--- src/rtl/quant_mcu_scheduler.sv ---
// quant_mcu_scheduler
// Walks the blocks of one MCU in order: Y_PER_MCU luma blocks, then Cb, then Cr.
// Each 64-beat DCT block is forwarded from its source stream to the quantizer.
// The scheduler then waits until the quantizer has emitted the last beat of that
// block before it starts the next one. This keeps the table select (is_luma)
// stable for the entire time the block is inside the quantizer.
module quant_mcu_scheduler #(
  parameter int Y_PER_MCU = 4
) (
  input  logic        clk,
  input  logic        rst_n,
  input  logic        enable,
  input  logic [15:0] y_tdata,
  input  logic        y_tvalid,
  input  logic        y_tlast,
  input  logic        y_tuser,
  output logic        y_tready,
  input  logic [15:0] cb_tdata,
  input  logic        cb_tvalid,
  input  logic        cb_tlast,
  input  logic        cb_tuser,
  output logic        cb_tready,
  input  logic [15:0] cr_tdata,
  input  logic        cr_tvalid,
  input  logic        cr_tlast,
  input  logic        cr_tuser,
  output logic        cr_tready,
  output logic [15:0] m_axis_tdata,
  output logic        m_axis_tvalid,
  output logic        m_axis_tlast,
  output logic        m_axis_tuser,
  input  logic        m_axis_tready,
  output logic        is_luma,
  input  logic        q_tvalid,
  input  logic        q_tready,
  input  logic        q_tlast,
  output logic        busy,
  output logic [15:0] mcu_count,
  output logic        err_len
);

  typedef enum logic [1:0] {IDLE, STREAM, WAIT_Q} state_t;

  // Component index: 0..Y_PER_MCU-1 are luma, then Cb, then Cr
  localparam logic [2:0] CB_IDX = 3'(Y_PER_MCU);
  localparam logic [2:0] CR_IDX = 3'(Y_PER_MCU + 1);

  state_t      state;
  state_t      state_nxt;
  logic [2:0]  comp;
  logic [5:0]  beat;
  logic [15:0] src_tdata;
  logic        src_tvalid;
  logic        src_tlast;
  logic        src_tuser;
  logic        hs;
  logic        last_beat;
  logic        q_done;
  logic        first_beat_of_mcu;

  assign hs                = m_axis_tvalid & m_axis_tready;
  assign last_beat         = (beat == 6'd63);
  assign q_done            = q_tvalid & q_tready & q_tlast;
  assign first_beat_of_mcu = (comp == 3'd0) && (beat == 6'd0);
  assign busy              = (state != IDLE);

  // State register
  always_ff @(posedge clk or negedge rst_n) begin
    if (!rst_n) state <= IDLE;
    else        state <= state_nxt;
  end

  // Next-state logic; quantizer completions only matter while waiting on one
  always_comb begin
    state_nxt = state;
    case (state)
      IDLE:    if (enable) state_nxt = STREAM;
      STREAM:  if (hs && last_beat) state_nxt = WAIT_Q;
      WAIT_Q:  if (q_done) state_nxt = (comp == CR_IDX) ? IDLE : STREAM;
      default: state_nxt = IDLE;
    endcase
  end

  // Source mux and handshake routing; only the selected source sees tready while streaming
  always_comb begin
    src_tdata  = y_tdata;
    src_tvalid = y_tvalid;
    src_tlast  = y_tlast;
    src_tuser  = y_tuser;
    if (comp == CB_IDX) begin
      src_tdata  = cb_tdata;
      src_tvalid = cb_tvalid;
      src_tlast  = cb_tlast;
      src_tuser  = cb_tuser;
    end else if (comp == CR_IDX) begin
      src_tdata  = cr_tdata;
      src_tvalid = cr_tvalid;
      src_tlast  = cr_tlast;
      src_tuser  = cr_tuser;
    end
    y_tready      = 1'b0;
    cb_tready     = 1'b0;
    cr_tready     = 1'b0;
    m_axis_tdata  = src_tdata;
    m_axis_tvalid = 1'b0;
    m_axis_tlast  = last_beat;
    m_axis_tuser  = 1'b0;
    if (state == STREAM) begin
      m_axis_tvalid = src_tvalid;
      m_axis_tuser  = src_tuser & first_beat_of_mcu;
      if (comp < CB_IDX)       y_tready  = m_axis_tready;
      else if (comp == CB_IDX) cb_tready = m_axis_tready;
      else                     cr_tready = m_axis_tready;
    end
  end

  // Component, beat counter and table select; is_luma moves only when a block boundary is crossed
  always_ff @(posedge clk or negedge rst_n) begin
    if (!rst_n) begin
      comp    <= 3'd0;
      beat    <= 6'd0;
      is_luma <= 1'b1;
    end else begin
      if (state == IDLE && enable) begin
        comp    <= 3'd0;
        beat    <= 6'd0;
        is_luma <= 1'b1;
      end else if (state == WAIT_Q && q_done) begin
        beat <= 6'd0;
        if (comp == CR_IDX) begin
          comp    <= 3'd0;
          is_luma <= 1'b1;
        end else begin
          comp    <= comp + 3'd1;
          is_luma <= ((comp + 3'd1) < CB_IDX);
        end
      end else if (hs) begin
        beat <= beat + 6'd1;
      end
    end
  end

  // MCU counter: a frame-start marker on the first beat of an MCU wins over the end-of-MCU increment
  always_ff @(posedge clk or negedge rst_n) begin
    if (!rst_n) begin
      mcu_count <= 16'd0;
    end else if (hs && first_beat_of_mcu && src_tuser) begin
      mcu_count <= 16'd0;
    end else if (state == WAIT_Q && q_done && comp == CR_IDX) begin
      mcu_count <= mcu_count + 16'd1;
    end
  end

  // Sticky length error: source tlast disagrees with the scheduler's own beat count
  always_ff @(posedge clk or negedge rst_n) begin
    if (!rst_n)                         err_len <= 1'b0;
    else if (hs && (src_tlast != last_beat)) err_len <= 1'b1;
  end

endmodule

--- config.mk ---
export PLATFORM = sky130hd
export DESIGN_NAME = quant_mcu_scheduler
export DESIGN_NICKNAME = d
export VERILOG_FILES = /design/src/rtl/quant_mcu_scheduler.sv
export SDC_FILE = /design/constraint.sdc
export NUM_CORES = 1
export LEC_CHECK = 0
export CORE_ASPECT_RATIO = 2
export CORE_MARGIN = 2
export CORE_UTILIZATION = 36
export CTS_CLUSTER_DIAMETER = 30
export DETAILED_ROUTE_END_ITERATION = 10
export PLACE_DENSITY = 0.76
export SLEW_MARGIN = 20
export SYNTH_ARGS = -nofsm -noshare
export SYNTH_HDL_FRONTEND = slang
export SYNTH_SLANG_ARGS = --single-unit
--- constraint.sdc ---
create_clock -name clk -period 2.1 [get_ports clk]
set_input_delay 0.63 -clock clk [delete_from_list [all_inputs] [get_ports clk]]
set_output_delay 0.63 -clock clk [all_outputs]
set_load 0.05 [all_outputs]
==> impl_metrics.toml, run 1 <==
[floorplanning]
die_area_um2 = 6202
num_rows = 38
coreArea_um2 = 5373
ios = 105
fp.dieH_um = 109.4
start_util_pct = 37.21
die-width_um = 56.70

[setup_path]
cp_data_required_time_ns = 1.47
critPathMaxFanout = 8
startpoint_type = "flip-flop"
cp.arrival_ns = 1.74
critical_path_class = "reg -> out"
end_kind = "output pin"

[grt]
grt_pass1_vias = 2792
track_usage_pct = 29.04
grt_overflow = 0
grt_antenna_before_repair = 0
grt_pass1_wl_mm = 13.94
grt_start_max_net_pins = 30

[pwr]
p_per_area_nw_per_um2 = 448.5
ir_drop_mv = 0.7864
finalPower_w = 0.002019
p_leak_nw = 1.864

[sta]
hold_viol = 0
hold_slack_ns = 0.4957
rsz0062_at_grt = "yes"
worst_pin_slew_ns = 0.3866
slew_violations = 0
max_freq_mhz = 422.5
fin_crit_ns = 2.367
slew_headroom_pct = 74.23
timing.final.crit_share_pct = 112.7
setup_viol = 19
tns_ns = -4.420
fin_skew_ns = 0.01100
worst_slack_ns = -0.2669

[route]
viasPerCell = 5.689
drcViolationCount = 0
final_antenna_net_count = 0
firstDrtPassIters = 4
drtIter0Drc = 67
post_drt_wl_per_cell_um = 20.75
num_vias = 2651
wl_mm = 9.668

[clock_tree]
cts_max_path_buffers = 2
cts_made_buffers = 5
cts_tree = "yes"
clkTransAtPathRegs_ns = 0.07
clock-root-buffer = "clkbuf_8"
clock_latency_ns = 0.29
cts.sinks = 29
htree_levels = 2

[final_layout]
diodes = 0
fillers = 276
drive_above_1_share_pct = 48.77
finalNonFillerCells = 466
syn_to_final_growth_pct = 125.1
final_nets = 472

[synth]
ys_warn_count = 0
synth.mux.area_fraction_pct = 13.14
syn_area_um2 = 1999
synthAdderAreaFrac_pct = 1.877
synth_top_family_by_area = "simple AND/OR/NAND/NOR gates"
ys_ff_latch = 29
synth_area_leaders = "dfrtp_1, mux2i_1, o21ai_0, nand2_1, xnor2_1"
synth_edf_count = 0
synth_commonest_cells = "dfrtp_1, nand2_1, o21ai_0"
synthCells = 239
synth_area_leader_cell = "dfrtp_1"
synth_compound_area_share_pct = 12.77
synthFlopType = "dfrtp_1"
synth_cell_types = 41
seq_area_frac_synth_pct = 36.36
synthSimpleGateAreaFrac_pct = 27.35
yosysTopAreaCellShare_pct = 35.04
synth_nets = 306
synthArstFlopShare_pct = 100.0
synth-xor-area-share_pct = 3.942
avgSynthCellArea_um2 = 8.366

[place]
dp_cells = 429
place.gp.congestion = 0.8147
dpl.hpwl_mm = 5.448
pre_cts_ws_ns = -0.4172
port_buffers = 103

[hold_path]
hold_class = "reg -> reg"

[run_status]
violations = "setup timing"
status = "complete, but fails checks"

[flow_run]
max_cap_violations = 0
==> per-layer routing <==
layer / GRT usage (%) / part of all wire (%) / up-vias
li1: - / - / 1201
met1: 29.90 / 32 / 1287
met2: 58.14 / 59 / 135
met3: 3.882 / 4.9 / 28
met4: 9.354 / 3.5 / 0
met5: 0 / 0 / -
==> worst max-delay path, stage by stage, from the launching register on <==
cell	delay (ns)
dfrtp_1	0.40
and2b_4	0.38
nand2_8	0.13
mux2i_4	0.21
o21ai_4	0.16
buf_12	0.16
==> report_power, final <==
part | total, W | switching [W] | internal (W)
combinational | 0.000718 | 0.000346 | 0.000372
clock | 0.000630 | 0.000244 | 0.000386
sequential | 0.000670 | 0.0000549 | 0.000615
total | 0.00202 | 0.000646 | 0.00137
==> state kept, by name (all words and copies together) (netlist names) <==
register,cells
is_luma,1
comp,3
err_len,1
beat,6
state,2
mcu_count,16
==> through the flow <==
stage,cell area [µm²],util [%]
final,4501,83.77
after global routing,4501,83.77
after floorplan,2308,-
after CTS,4403,81.95
after global placement,3796,70.66
after detailed placement,3796,70.66
==> layout make-up <==
| type | count | area, µm² | area share (%) |
|---|---|---|---|
| Timing Repair Buffer | 170 | 1844 | 40.98 |
| Multi-Input combinational cell | 191 | 1700 | 37.78 |
| Sequential cell | 29 | 730.7 | 16.24 |
| Clock buffer | 6 | 82.58 | 1.835 |
| Tap cell | 60 | 75.07 | 1.668 |
| Clock inverter | 2 | 37.54 | 0.8340 |
| Inverter | 8 | 30.03 | 0.6672 |
==> cells by family (layout without fill, tap and decap cells) <==
logic type      count (synthesis)  count (layout)
flops                          29              29
buf+inv                        21             186
xor+xnor                        9               9
fa+ha+maj                       3               3
mux                            26              26
simple gates                  104             106
compound gates                 47              47
==> placed cells by master, fill, tap and decap left out, types with 4 or more instances in the layout <==
master | synthesis | routed
a21oi_1 | 10 | 7
buf_12 | 0 | 28
buf_4 | 0 | 62
buf_6 | 1 | 16
clkbuf_8 | 0 | 6
clkdlybuf4s50_1 | 0 | 55
dfrtp_1 | 28 | 25
dlygate4sd2_1 | 0 | 6
inv_1 | 8 | 6
mux2i_1 | 24 | 7
mux2i_2 | 0 | 14
nand2_1 | 28 | 13
nand2_2 | 0 | 11
nand2_4 | 0 | 4
nand3_1 | 10 | 10
nand4_1 | 8 | 8
nor2_1 | 15 | 11
nor3_1 | 11 | 10
o21ai_0 | 28 | 10
o21ai_4 | 0 | 16
xnor2_1 | 7 | 7
==> worst paths after layout <==
check	startpoint	slack [ns]	endpoint	depth (start not counted)
max in group asynchronous	rst_n	1.05	is_luma	2
min in group asynchronous	rst_n	0.72	mcu_count[2]	2
worst max-delay path	comp[1]	-0.27	m_axis_tdata[6]	5
worst max register to register	comp[1]	0.04	mcu_count[9]	6
worst min register to register	err_len	0.50	err_len	1
worst min-delay path	err_len	0.50	err_len	1
==> timing repair <==
action                                  CTS  global route
hold buffers                              0             0
gates resized for setup                  66            29
endpoints found under the setup margin   30            28
pin swaps                                16            20
cloned                                    4             0
buffers inserted                         21             9
No activity file was read; power rests on OpenSTA's default activity.
==> inputs of run 2 (changes only) <==
CORE_ASPECT_RATIO = 0.5   (was 2)
CORE_MARGIN = 8   (was 2)
==> run 2 against run 1 <==
Effect of this change:
- the run still ends with setup timing left
- critical path depth is 1 higher
- power is 8.6% lower
- combinational power is 3.9% lower
- global-route usage is 8.7 points lower
- setup slack worse by 0.017 ns
- die area is 34% higher
- sequential share of layout area is 1.0 points higher
- count of clock-buffer cells in the layout is 1 higher
- routed wire length is 5.9% higher
==> impl_metrics.toml, run 2 (same netlist as run 1, synthesis figures left out) <==
[grt]
grt_overflow = 0
grt_start_max_net_pins = 30
grt_pass1_vias = 2428
track_usage_pct = 20.33
grt_antenna_before_repair = 0
grt_pass1_wl_mm = 13.14

[clock_tree]
htree_levels = 2
cts_hold_buf = 0
clock_latency_ns = 0.28
cts_max_path_buffers = 2
cts_tree = "yes"
cts.sinks = 29
cts_made_buffers = 5
clkTransAtPathRegs_ns = 0.06
clock-root-buffer = "clkbuf_8"

[final_layout]
top_regs = "mcu_count (16), beat (6), comp (3)"
largest_reg_flops = 16
diodes = 0
syn_to_final_growth_pct = 112.3
final_nets = 454
layout.cells.most_common_list = "buf_4, clkdlybuf4s50_1, buf_12"
regMostFlops = "mcu_count"
drive_above_1_share_pct = 40.83
final_common_cell = "buf_4"
fillers = 307

[place]
port_buffers = 103
dpl.hpwl_mm = 6.049
place.gp.congestion = 0.8090

[route]
firstDrtPassIters = 4
num_vias = 2590
drcViolationCount = 0
viasPerCell = 5.630
post_drt_wl_per_cell_um = 22.27
final_antenna_net_count = 0
wl_mm = 10.24
drtIter0Drc = 236

[pwr]
p_leak_nw = 1.723
ir_drop_mv = 0.3498
p_per_area_nw_per_um2 = 434.6

[sta]
slew_violations = 0
tns_ns = -4.177
fin_crit_ns = 2.384
slew_headroom_pct = 70.77
worst_slack_ns = -0.2843
hold_slack_ns = 0.5294
hold_viol = 0
rsz0062_at_grt = "yes"
worst_pin_slew_ns = 0.4351
max_freq_mhz = 419.4
timing.final.crit_share_pct = 113.5
fin_skew_ns = 0.003967
setup_viol = 21

[floorplanning]
coreArea_um2 = 5420
fp.dieH_um = 68.70
num_rows = 19
die-width_um = 121.4
start_util_pct = 36.89
die_area_um2 = 8339
ios = 105

[setup_path]
critPathMaxFanout = 5
path_common_cell = "buf_4"
crit_chain = "buf_4 -> buf_4 -> nor4_4 -> o2111ai_2 -> nor2_4 -> buf_12"
crit_buf_inv = 3
crit_slowest_cell = "dfrtp_1"
cp_data_required_time_ns = 1.47
crit_family = "buffers and inverters"
critical_path_class = "reg -> out"
max_stage_delay_ns = 0.40
startpoint_type = "flip-flop"
cp.arrival_ns = 1.75
end_kind = "output pin"

[flow_run]
max_cap_violations = 0

[run_status]
violations = "setup timing"
status = "complete, but fails checks"

[hold_path]
hold_class = "reg -> reg"
run 2: power by group:
group | switching [W] | leakage [nW] | total, W | internal, W
clock | 0.000204 | 0.0443 | 0.000464 | 0.000259
sequential | 0.0000753 | 0.375 | 0.000691 | 0.000616
combinational | 0.000328 | 1.30 | 0.000690 | 0.000362
total | 0.000607 | 1.72 | 0.00184 | 0.00124
run 2: worst paths after layout:
check                      startpoint  depth (start not counted)            end  slack (ns)
setup / recovery              comp[1]                          6   m_axis_tuser       -0.28
hold / removal                err_len                          1        err_len        0.53
setup reg to reg              comp[1]                          9  mcu_count[15]        0.02
hold reg to reg               err_len                          1        err_len        0.53
max in group asynchronous       rst_n                          2        is_luma        1.06
min in group asynchronous       rst_n                          2  mcu_count[11]        0.73
run 2: layout make-up:
cell class / count / area (µm²) / share of cell area (%)
Inverter: 8 / 30.03 / 0.7073
Timing Repair Buffer: 152 / 1685 / 39.70
Clock buffer: 7 / 86.33 / 2.034
Multi-Input combinational cell: 191 / 1620 / 38.17
Tap cell: 73 / 91.34 / 2.151
Sequential cell: 29 / 732.0 / 17.24
run 2: timing repair:
item / 4_1_cts / 5_1_grt
resized for setup: 36 / 14
setup buffers: 12 / 5
pin swaps: 11 / 6
gates cloned: 2 / 1
setup endpoints to repair: 29 / 38
run 2: stage by stage:
stage / cell area [µm²] / utilization [%] / instances / total power, W / setup WS, ns
2_1_floorplan: 2308 / - / 239 / 0.0009546 / -0.09723
3_3_place_gp: 3765 / 69.46 / 434 / 0.001254 / -0.3308
3_5_place_dp: 3765 / 69.46 / 434 / 0.001278 / -0.3693
4_1_cts: 4126 / 76.13 / 455 / 0.001778 / -0.2173
5_1_grt: 4245 / 78.32 / 460 / 0.001924 / -0.3293
6_report: 4245 / 78.32 / 460 / 0.001845 / -0.2843
run 2: layer usage:
| layer | vias up | global-route usage, % | wire [µm] |
|---|---|---|---|
| met3 | 21 | 5.280 | 860 |
| met4 | 0 | 4.566 | 285 |
| li1 | 1168 | - | - |
| met5 | - | 0 | 0 |
| met2 | 117 | 37.66 | 5104 |
| met1 | 1284 | 23.70 | 3992 |
